[src/rtl/alu_pkg.sv]
// Shared definitions for the bit-serial ALU sequencer: FSM encoding,
// slice op codes and the bundle of slice controls latched per operation.
package alu_pkg;

  typedef enum logic [1:0] {
    ST_IDLE = 2'd0,
    ST_RUN  = 2'd1,
    ST_DONE = 2'd2
  } state_t;

  // The sequencer only routes these to the slice; it never decodes them.
  localparam logic [1:0] OP_AND = 2'b00;
  localparam logic [1:0] OP_OR  = 2'b01;
  localparam logic [1:0] OP_ADD = 2'b10;
  localparam logic [1:0] OP_XOR = 2'b11;

  typedef struct packed {
    logic [1:0] op;
    logic       sm;
    logic       sa;
    logic       sb;
  } slc_ctl_t;

endpackage

[src/rtl/alu_serial_dp.sv]
// Datapath for the serial ALU: operand shift registers feeding the slice
// LSB-first, the result shift register, carry feedback flop and flags.
module alu_serial_dp
  import alu_pkg::*;
#(
  parameter int WIDTH = 8
) (
  input  logic             clk,
  input  logic             rst_n,
  input  logic             load,
  input  logic             shift,
  input  logic             last,
  input  logic [WIDTH-1:0] a_in,
  input  logic [WIDTH-1:0] b_in,
  input  slc_ctl_t         ctl_in,
  input  logic             cin_in,
  input  logic             slc_result,
  input  logic             slc_cout,
  output logic             bit_a,
  output logic             bit_b,
  output logic             cry,
  output slc_ctl_t         ctl,
  output logic [WIDTH-1:0] result,
  output logic             carry_out,
  output logic             zero
);

  logic [WIDTH-1:0] a_sr, b_sr, res_nx;

  // Result enters at the MSB and walks down, so bit i settles at position i.
  assign res_nx = {slc_result, result[WIDTH-1:1]};
  assign bit_a  = a_sr[0];
  assign bit_b  = b_sr[0];

  always_ff @(posedge clk) begin
    if (!rst_n) begin
      a_sr      <= '0;
      b_sr      <= '0;
      ctl       <= '0;
      cry       <= 1'b0;
      result    <= '0;
      carry_out <= 1'b0;
      zero      <= 1'b0;
    end else if (load) begin
      a_sr      <= a_in;
      b_sr      <= b_in;
      ctl       <= ctl_in;
      cry       <= cin_in;
      result    <= '0;
      carry_out <= 1'b0;
      zero      <= 1'b0;
    end else if (shift) begin
      a_sr   <= a_sr >> 1;
      b_sr   <= b_sr >> 1;
      result <= res_nx;
      cry    <= slc_cout;
      if (last) begin
        carry_out <= slc_cout;
        zero      <= ~|res_nx;
      end
    end
  end

endmodule

[src/rtl/alu_serial_seq.sv]
// Bit-serial sequencer: drives a 1-bit ALU slice for WIDTH cycles with
// carry feedback, then reports result/carry/zero with a done pulse.
module alu_serial_seq
  import alu_pkg::*;
#(
  parameter int WIDTH = 8
) (
  input  logic             clk,
  input  logic             rst_n,
  input  logic             start,
  input  logic [WIDTH-1:0] a_in,
  input  logic [WIDTH-1:0] b_in,
  input  logic [1:0]       op_in,
  input  logic             sm_in,
  input  logic             sa_in,
  input  logic             sb_in,
  input  logic             cin_in,
  output logic             busy,
  output logic             done,
  output logic [WIDTH-1:0] result_out,
  output logic             carry_out,
  output logic             zero,
  output logic             slc_a,
  output logic             slc_b,
  output logic             slc_cin,
  output logic [1:0]       slc_op,
  output logic             slc_sm,
  output logic             slc_sa,
  output logic             slc_sb,
  input  logic             slc_result,
  input  logic             slc_cout
);

  localparam int CNT_W = (WIDTH > 1) ? $clog2(WIDTH) : 1;

  state_t           state, nstate;
  logic [CNT_W-1:0] cnt;
  logic             load, run, last;
  logic             bit_a, bit_b, cry;
  slc_ctl_t         ctl_in, ctl;

  assign ctl_in = '{op: op_in, sm: sm_in, sa: sa_in, sb: sb_in};
  assign load   = (state == ST_IDLE) && start;
  assign run    = (state == ST_RUN);
  assign last   = run && (cnt == CNT_W'(WIDTH - 1));

  always_ff @(posedge clk) begin
    if (!rst_n) begin
      state <= ST_IDLE;
      cnt   <= '0;
    end else begin
      state <= nstate;
      if (load)     cnt <= '0;
      else if (run) cnt <= cnt + CNT_W'(1);
    end
  end

  always_comb begin
    nstate = state;
    case (state)
      ST_IDLE: if (start) nstate = ST_RUN;
      ST_RUN:  if (last)  nstate = ST_DONE;
      ST_DONE: nstate = ST_IDLE;
      default: nstate = ST_IDLE;
    endcase
  end

  // Slice pins are only live during RUN so the slice sees quiet inputs otherwise.
  always_comb begin
    busy    = 1'b0;
    done    = 1'b0;
    slc_a   = 1'b0;
    slc_b   = 1'b0;
    slc_cin = 1'b0;
    slc_op  = 2'b00;
    slc_sm  = 1'b0;
    slc_sa  = 1'b0;
    slc_sb  = 1'b0;
    case (state)
      ST_RUN: begin
        busy    = 1'b1;
        slc_a   = bit_a;
        slc_b   = bit_b;
        slc_cin = cry;
        slc_op  = ctl.op;
        slc_sm  = ctl.sm;
        slc_sa  = ctl.sa;
        slc_sb  = ctl.sb;
      end
      ST_DONE: begin
        busy = 1'b1;
        done = 1'b1;
      end
      default: ;
    endcase
  end

  alu_serial_dp #(.WIDTH(WIDTH)) u_dp (
    .clk        (clk),
    .rst_n      (rst_n),
    .load       (load),
    .shift      (run),
    .last       (last),
    .a_in       (a_in),
    .b_in       (b_in),
    .ctl_in     (ctl_in),
    .cin_in     (cin_in),
    .slc_result (slc_result),
    .slc_cout   (slc_cout),
    .bit_a      (bit_a),
    .bit_b      (bit_b),
    .cry        (cry),
    .ctl        (ctl),
    .result     (result_out),
    .carry_out  (carry_out),
    .zero       (zero)
  );

endmodule

[config.mk]
export PLATFORM = sky130hd
export DESIGN_NAME = alu_serial_seq
export DESIGN_NICKNAME = d
export VERILOG_FILES = /design/src/rtl/alu_pkg.sv /design/src/rtl/alu_serial_dp.sv /design/src/rtl/alu_serial_seq.sv
export SDC_FILE = /design/constraint.sdc
export NUM_CORES = 1
export LEC_CHECK = 0
export ABC_AREA = 1
export CORE_MARGIN = 2
export CORE_UTILIZATION = 53
export CTS_BUF_LIST = sky130_fd_sc_hd__clkbuf_8
export CTS_CLUSTER_DIAMETER = 80
export DETAILED_ROUTE_END_ITERATION = 16
export PLACE_DENSITY = 0.94
export SLEW_MARGIN = 5
export SYNTH_ARGS = -nofsm -noshare
export SYNTH_HDL_FRONTEND = slang
export SYNTH_SLANG_ARGS = --single-unit
[constraint.sdc]
create_clock -name clk -period 4.14 [get_ports clk]
set_clock_uncertainty 0.05 [all_clocks]
set_input_delay 0.621 -clock clk [delete_from_list [all_inputs] [get_ports clk]]
set_output_delay 0.621 -clock clk [all_outputs]
set_load 0.03 [all_outputs]
==> flow_metrics.env, run 1 <==
export IMPL_status="complete, no violations"
export IMPL_clk_latency_ps=290
export IMPL_gp_congestion=0.745
export IMPL_finalCritPeriodShare_pct=65.7
export IMPL_fmax_ghz=0.367
export IMPL_dpl_cell_area_um2=2110
export IMPL_synth_area_um2=1690
export IMPL_p_per_area_nw_per_um2=564
export IMPL_synth_warnings=0
export IMPL_rsz0062_at_grt="false"
export IMPL_final_cell_mix="nand2_1, clkdlybuf4s50_1, dfxtp_1"
export IMPL_grt_pass1_wl_um=5790
export IMPL_dr_pass1_iters=4
export IMPL_cts_root_buf="clkbuf_8"
export IMPL_worst_pin_slew_ps=682
export IMPL_cts_resized=0
export IMPL_die_w_um=60.5
export IMPL_slew_viol_final=0
export IMPL_core_um2=3050
export IMPL_io_pins=47
export IMPL_drc_errors=0
export IMPL_hpwl_um=2470
export IMPL_grtUsageTotal_pct=21.1
export IMPL_nNetsFinal=307
export IMPL_post_cts_buffers=0
export IMPL_critical_path_arrival_ps=2050
export IMPL_syn_inst=233
export IMPL_initial_utilization_pct=55.4
export IMPL_die_y_um=60.5
export IMPL_fin_util_pct=71.8
export IMPL_diodes=0
export IMPL_cts_buffers=5
export IMPL_relSlewSlack_pct=54.3
export IMPL_clk_path_buf_depth=2
export IMPL_ir_drop_v=0.000385
export IMPL_synth_cell_types=20
export IMPL_cts_hold_buf=0
export IMPL_routedWlPerCell_um=11.1
export IMPL_cts_sinks=37
export IMPL_synth_seq_cells=37
export IMPL_viasPerCell=5.01
export IMPL_finalHoldViolations=0
export IMPL_fp_dieArea_um2=3660
export IMPL_portBuffers=46
export IMPL_cts_tree="built"
export IMPL_grt_max_degree=47
export IMPL_cp_cell_sequence="inv_1 > ha_1 > buf_4 > nand2_1 > inv_1 > clkdlybuf4s50_1"
export IMPL_p_leak_uw=0.000930
export IMPL_drt_iter0_markers=55
export IMPL_cts_max_level=2
export IMPL_vias=1592
export IMPL_crit_path_start_kind="flop"
export IMPL_cap_violations=0
export IMPL_layout_drive_gt1_share_pct=3.28
export IMPL_crit_fanout=38
export IMPL_setup_viol=0
export IMPL_rows=20
export IMPL_clkTransAtPathRegs_ps=70
export IMPL_end_kind="output port"
export IMPL_cpMostUsedCell="inv_1"
export IMPL_overflow=0
export IMPL_synth_avg_cell_area_um2=7.26
export IMPL_grt_pass1_vias=1415
export IMPL_drt_antenna_violating_nets=0
export IMPL_path_class="flop to output port"
export IMPL_layout_commonest_cell="nand2_1"
export IMPL_fin_area_um2=2190
export IMPL_routed_wirelength_um=3540
export IMPL_setup_tns_ps=0
export IMPL_yosysSeqAreaShare_pct=43.8
export IMPL_crit_path_max_incr_delay_ps=660
export IMPL_antenna_found_initial=0
export IMPL_cpMaxStageDelayCell="clkdlybuf4s50_1"
export IMPL_required_ps=3470
export IMPL_hp_class="flop to flop"
export IMPL_period_needed_ps=2720
export IMPL_synth_nets=267
export IMPL_syn2layout_area_growth_pct=29.5
[kinds of logic after synthesis]
| family | share of synthesized area, % |
|---|---|
| compound gates | 16.1 |
| xor+xnor | 0.518 |
| fa+ha+maj | 5.18 |
| buf+inv | 9.69 |
| flops | 43.8 |
| simple gates | 24.7 |
[cells in the mapped netlist]
library cell  instances  area share [%]
a21oi_1              33             9.8
buf_12                1             1.2
buf_2                 5             1.5
buf_4                 5             2.2
buf_6                 1            0.67
clkbuf_2              2            0.59
clkinv_1              1            0.22
dfxtp_1              37              44
ha_1                  7             5.2
inv_1                14             3.1
inv_2                 1            0.22
nand2_1              70              16
nand2_4               1            0.67
nand3_1              14             4.1
nor2_1               18             4.0
nor2_2                1            0.37
o21ai_0              10             3.0
o21ai_1              10             3.0
o21bai_1              1            0.44
xnor2_1               1            0.52
[worst paths after layout]
check | start | end | slack (ps) | cells after the start
setup / recovery | state[1] | slc_op[0] | 1420 | 6
hold / removal | u_dp.b_sr[7] | u_dp.b_sr[7] | 410 | 2
setup reg to reg | state[1] | u_dp.b_sr[3] | 1960 | 6
hold reg to reg | u_dp.b_sr[7] | u_dp.b_sr[7] | 410 | 2
[registers in the layout, indices dropped and copies added, names as in the netlist]
name,count
u_dp.b_sr,8
u_dp.carry_out,1
u_dp.zero,1
cnt,3
state,2
u_dp.ctl,5
u_dp.result,8
u_dp.cry,1
u_dp.a_sr,8
[critical path, delay by kind of cell, from the launching register on]
kind	cells	cell delay, ps
buffers and inverters	4	1190
adders and majority gates	1	160
DFF	1	320
and+or+nand+nor	1	90
[through the flow]
stage | std cells | power (uW) | hold WS [ps] | worst slack (ps)
6_report | 318 | 1240 | 412 | 1420
5_1_grt | 318 | 1330 | 435 | 1280
4_1_cts | 318 | 1240 | 415 | 1400
3_5_place_dp | 310 | 1010 | 405 | 1720
3_3_place_gp | 310 | 990 | 400 | 1780
2_1_floorplan | 233 | 931 | 389 | 2350
[routing by layer]
layer / GRT usage, % / vias up / part of all wire (%)
met3: 4.05 / 8 / 5.3
met2: 37.1 / 52 / 48
met5: 0 / - / 0
li1: - / 822 / -
met4: 9.32 / 0 / 1.9
met1: 25.1 / 710 / 44
[report_power, final]
group / switching, uW / internal, uW
clock network: 117 / 112
logic: 343 / 186
registers: 42.3 / 435
total: 502 / 733
[cell type report]
| class | count | area [um2] |
|---|---|---|
| multi-input cells | 166 | 787 |
| clock buffers | 5 | 68.8 |
| well taps | 44 | 55.1 |
| fillers | 257 | 862 |
| clock inverters | 3 | 11.3 |
| inverters | 16 | 60.1 |
| flip-flops and latches | 37 | 741 |
| repair buffers | 47 | 468 |
(Power assumes the default switching activity.)
==> run 2: changes to the inputs <==
CORE_UTILIZATION = 44   (was 53)
PLACE_DENSITY = 0.84   (was 0.94)
clock period = 2.33 ns   (was 4.14 ns; I/O delays follow)
==> flow_metrics.env, run 2 (synthesized netlist as in run 1, its figures left out) <==
export IMPL_crit_buf_inv=2
export IMPL_top_regs="u_dp.a_sr: 8 flops, u_dp.b_sr: 8 flops, u_dp.result: 8 flops"
export IMPL_fillCellCount=356
export IMPL_layout_drive_gt1_share_pct=7.97
export IMPL_ir_drop_v=0.000590
export IMPL_syn2layout_area_growth_pct=30.8
export IMPL_clk_latency_ps=290
export IMPL_nNetsFinal=309
export IMPL_grt_max_degree=33
export IMPL_crit_path_max_incr_delay_ps=650
export IMPL_grtUsageTotal_pct=17.7
export IMPL_cts_sinks=37
export IMPL_r2r_slack_ps=510
export IMPL_fin_ws_ps=241
export IMPL_setup_tns_ps=0
export IMPL_drt_iter0_markers=112
export IMPL_p_per_area_nw_per_um2=1030
export IMPL_fin_util_pct=60.0
export IMPL_reg2reg_from="state[1]"
export IMPL_overflow=0
export IMPL_crit_family="buffers and inverters"
export IMPL_final_cell_mix="nand2_1, clkdlybuf4s50_1, dfxtp_1"
export IMPL_vias=1557
export IMPL_antenna_found_initial=0
export IMPL_cts_max_level=2
export IMPL_hold_end="u_dp.a_sr[7]"
export IMPL_required_ps=1930
export IMPL_worst_pin_slew_ps=680
export IMPL_setup_viol=0
export IMPL_core_um2=3690
export IMPL_clkTransAtPathRegs_ps=70
export IMPL_holdPathStages=2
export IMPL_place_ws_ps=514
export IMPL_finalCritPeriodShare_pct=89.7
export IMPL_rsz0062_at_grt="false"
export IMPL_path_class="flop to output port"
export IMPL_io_pins=47
export IMPL_status="complete, no violations"
export IMPL_slew_viol_final=0
export IMPL_cts_hold_buf=0
export IMPL_clk_path_buf_depth=2
export IMPL_crit_fanout=4
export IMPL_critical_path_arrival_ps=1690
export IMPL_r2r_end="u_dp.b_sr[0]"
export IMPL_post_cts_buffers=0
export IMPL_cp_cell_sequence="inv_1 > ha_1 > clkdlybuf4s50_1"
export IMPL_hp_start="u_dp.a_sr[7]"
export IMPL_routed_wirelength_um=3500
export IMPL_crit_path_start_kind="flop"
export IMPL_fp_dieArea_um2=4360
export IMPL_cap_violations=0
export IMPL_die_w_um=66.0
export IMPL_die_y_um=66.0
export IMPL_diodes=0
export IMPL_dr_pass1_iters=4
export IMPL_reg2reg_depth=5
export IMPL_p_leak_uw=0.000958
export IMPL_cts_resized=0
export IMPL_gp_congestion=0.741
export IMPL_fin_cells=324
export IMPL_rows=22
export IMPL_period_needed_ps=2090
export IMPL_finalHoldViolations=0
export IMPL_initial_utilization_pct=45.9
export IMPL_drt_antenna_violating_nets=0
export IMPL_cts_root_buf="clkbuf_8"
export IMPL_cpMaxStageDelayCell="clkdlybuf4s50_1"
export IMPL_viasPerCell=4.81
export IMPL_routedWlPerCell_um=10.8
export IMPL_hp_class="flop to flop"
export IMPL_relSlewSlack_pct=54.4
export IMPL_end_kind="output port"
export IMPL_drc_errors=0
export IMPL_cts_buffers=5
export IMPL_grt_pass1_vias=1386
export IMPL_portBuffers=46
export IMPL_path_depth=3
export IMPL_layout_commonest_cell="nand2_1"
export IMPL_placedCellCount=316
export IMPL_fmax_ghz=0.479
export IMPL_grt_pass1_wl_um=5950
export IMPL_hpwl_um=2410
export IMPL_cts_tree="built"
[run 2: changes by cell type in the layout (fill, tap and decap cells not counted)]
cell             delta
clkdlybuf4s50_1     -8
inv_1               -3
buf_4              +10
clkinv_2            +1
clkbuf_8            +2
[run 2: routing by layer]
| metal | track usage, % | share of wire [%] | vias to the layer above |
|---|---|---|---|
| li1 | - | - | 830 |
| met1 | 21.7 | 45 | 667 |
| met2 | 28.7 | 45 | 54 |
| met3 | 5.45 | 7.7 | 6 |
| met4 | 7.65 | 1.9 | 0 |
| met5 | 0 | 0 | - |
[run 2: cell type report]
cell class	count	area (um2)	share of cell area (%)
clock buffers	7	96.3	4.36
clock inverters	1	5.00	0.226
inverters	16	60.1	2.71
multi-input cells	166	787	35.6
flip-flops and latches	37	741	33.5
well taps	48	60.1	2.71
repair buffers	49	463	20.9
[run 2: worst max-delay path by stage]
stage | start | endpoint | slack (ps)
final | state[0] | busy | 240
after CTS | state[0] | busy | 220
after global routing | state[0] | busy | 170
after floorplan | state[1] | slc_sb | 820
after global placement | rst_n | u_dp.zero | 550
after detailed placement | state[1] | u_dp.a_sr[5] | 510
[run 2: worst min-delay path: stages (launching register included)]
cell and delay (ps):
dfxtp_1 310, nand2_1 60, a21oi_1 50
[run 2: power breakdown]
group          total, uW  switching [uW]  internal, uW  leakage, uW
Combinational        948             604           344     0.000601
Clock                482             215           267    0.0000542
Sequential           849            76.4           773     0.000303
[run 2: stage by stage]
stage | hold slack [ps] | total power (uW) | instance area (um2)
after global routing | 437 | 2460 | 2210
after global placement | 401 | 1780 | 2110
after floorplan | 389 | 1650 | 1690
final | 418 | 2280 | 2210
after CTS | 419 | 2300 | 2210
after detailed placement | 407 | 1810 | 2110
==> run 3: changes to the inputs <==
PLACE_DENSITY = 0.77   (was 0.84)
SLEW_MARGIN = 20   (was 5)
==> flow_metrics.env, run 3 (synthesized netlist as in run 1, its figures left out) <==
export IMPL_fp_dieArea_um2=4360
export IMPL_relSlewSlack_pct=66.4
export IMPL_status="complete, no violations"
export IMPL_setup_viol=0
export IMPL_layout_commonest_cell="nand2_1"
export IMPL_crit_path_start_kind="flop"
export IMPL_top_regs="u_dp.a_sr: 8 flops, u_dp.b_sr: 8 flops, u_dp.result: 8 flops"
export IMPL_clk_latency_ps=290
export IMPL_routedWlPerCell_um=10.8
export IMPL_critical_path_arrival_ps=1700
export IMPL_gp_congestion=0.819
export IMPL_rows=22
export IMPL_portBuffers=46
export IMPL_core_um2=3690
export IMPL_vias=1570
export IMPL_p_per_area_nw_per_um2=1030
export IMPL_cts_sinks=37
export IMPL_drt_antenna_violating_nets=0
export IMPL_final_cell_mix="nand2_1, clkdlybuf4s50_1, dfxtp_1"
export IMPL_post_cts_buffers=0
export IMPL_worst_pin_slew_ps=503
export IMPL_fillCellCount=363
export IMPL_period_needed_ps=2100
export IMPL_finalHoldViolations=0
export IMPL_grt_pass1_wl_um=5710
export IMPL_fin_ws_ps=227
export IMPL_hp_class="flop to flop"
export IMPL_die_w_um=66.0
export IMPL_crit_fanout=4
export IMPL_end_kind="output port"
export IMPL_clk_path_buf_depth=2
export IMPL_place_ws_ps=536
export IMPL_viasPerCell=4.82
export IMPL_cts_root_buf="clkbuf_8"
export IMPL_die_y_um=66.0
export IMPL_setup_tns_ps=0
export IMPL_cap_violations=0
export IMPL_path_class="flop to output port"
export IMPL_fmax_ghz=0.475
export IMPL_antenna_found_initial=0
export IMPL_grt_max_degree=36
export IMPL_cts_tree="built"
export IMPL_cts_hold_buf=0
export IMPL_cts_resized=0
export IMPL_grt_pass1_vias=1329
export IMPL_grtUsageTotal_pct=17.2
export IMPL_hpwl_um=2500
export IMPL_required_ps=1930
export IMPL_io_pins=47
export IMPL_cts_max_level=2
export IMPL_initial_utilization_pct=45.9
export IMPL_dr_pass1_iters=4
export IMPL_p_leak_uw=0.000965
export IMPL_slew_viol_final=0
export IMPL_rsz0062_at_grt="false"
export IMPL_cts_buffers=5
export IMPL_drt_iter0_markers=91
export IMPL_nNetsFinal=311
export IMPL_syn2layout_area_growth_pct=31.4
export IMPL_drc_errors=0
export IMPL_layout_drive_gt1_share_pct=8.63
export IMPL_finalCritPeriodShare_pct=90.3
export IMPL_ir_drop_v=0.000496
export IMPL_clkTransAtPathRegs_ps=70
export IMPL_overflow=0
export IMPL_diodes=0
export IMPL_routed_wirelength_um=3540
==> run 3: cell types whose count changed in the layout (fill, tap and decap cells not counted) <==
cell | previous run | this run
clkinv_4 | 0 | 1
buf_4 | 11 | 13
clkbuf_8 | 7 | 6
==> run 3: critical path, stage by stage, from the launching register on <==
cell	delay [ps]
dfxtp_1	380
inv_1	100
ha_1	290
clkdlybuf4s50_1	660
==> run 3: report_power, final <==
group / switching [uW] / internal, uW
logic: 614 / 367
clock network: 225 / 239
registers: 73.4 / 772
total: 912 / 1380
==> run 3: per-stage QoR <==
step,hold slack [ps],power (uW),util [%],area (um2),cells
after CTS,419,2310,60.2,2220,326
after floorplan,389,1650,-,1690,233
after global routing,439,2470,60.2,2220,326
final,412,2290,60.2,2220,326
after detailed placement,408,1840,57.6,2130,318
after global placement,402,1820,57.6,2130,318
==> run 3: cell type report <==
class                   count  area (um2)  area share [%]
inverters                  16        60.1            2.70
clock buffers               6        82.6            3.72
multi-input cells         166         787            35.4
flip-flops and latches     37         741            33.3
repair buffers             51         478            21.5
well taps                  48        60.1            2.70
clock inverters             2        13.8           0.619
==> run 3: path summary, 6_finish.rpt <==
check,start,to,slack [ps],cells after the start
min reg2reg,u_dp.result[0],u_dp.result[0],410,2
max,state[0],busy,230,3
max reg2reg,state[1],u_dp.a_sr[6],680,6
min,u_dp.result[0],u_dp.result[0],410,2
==> run 3: layer usage <==
metal / GRT usage (%) / routed length [um] / vias to the layer above
li1: - / - / 833
met1: 20.9 / 1640 / 685
met3: 4.94 / 238 / 2
met2: 27.4 / 1620 / 50
met5: 0 / 0 / -
met4: 9.18 / 38 / 0
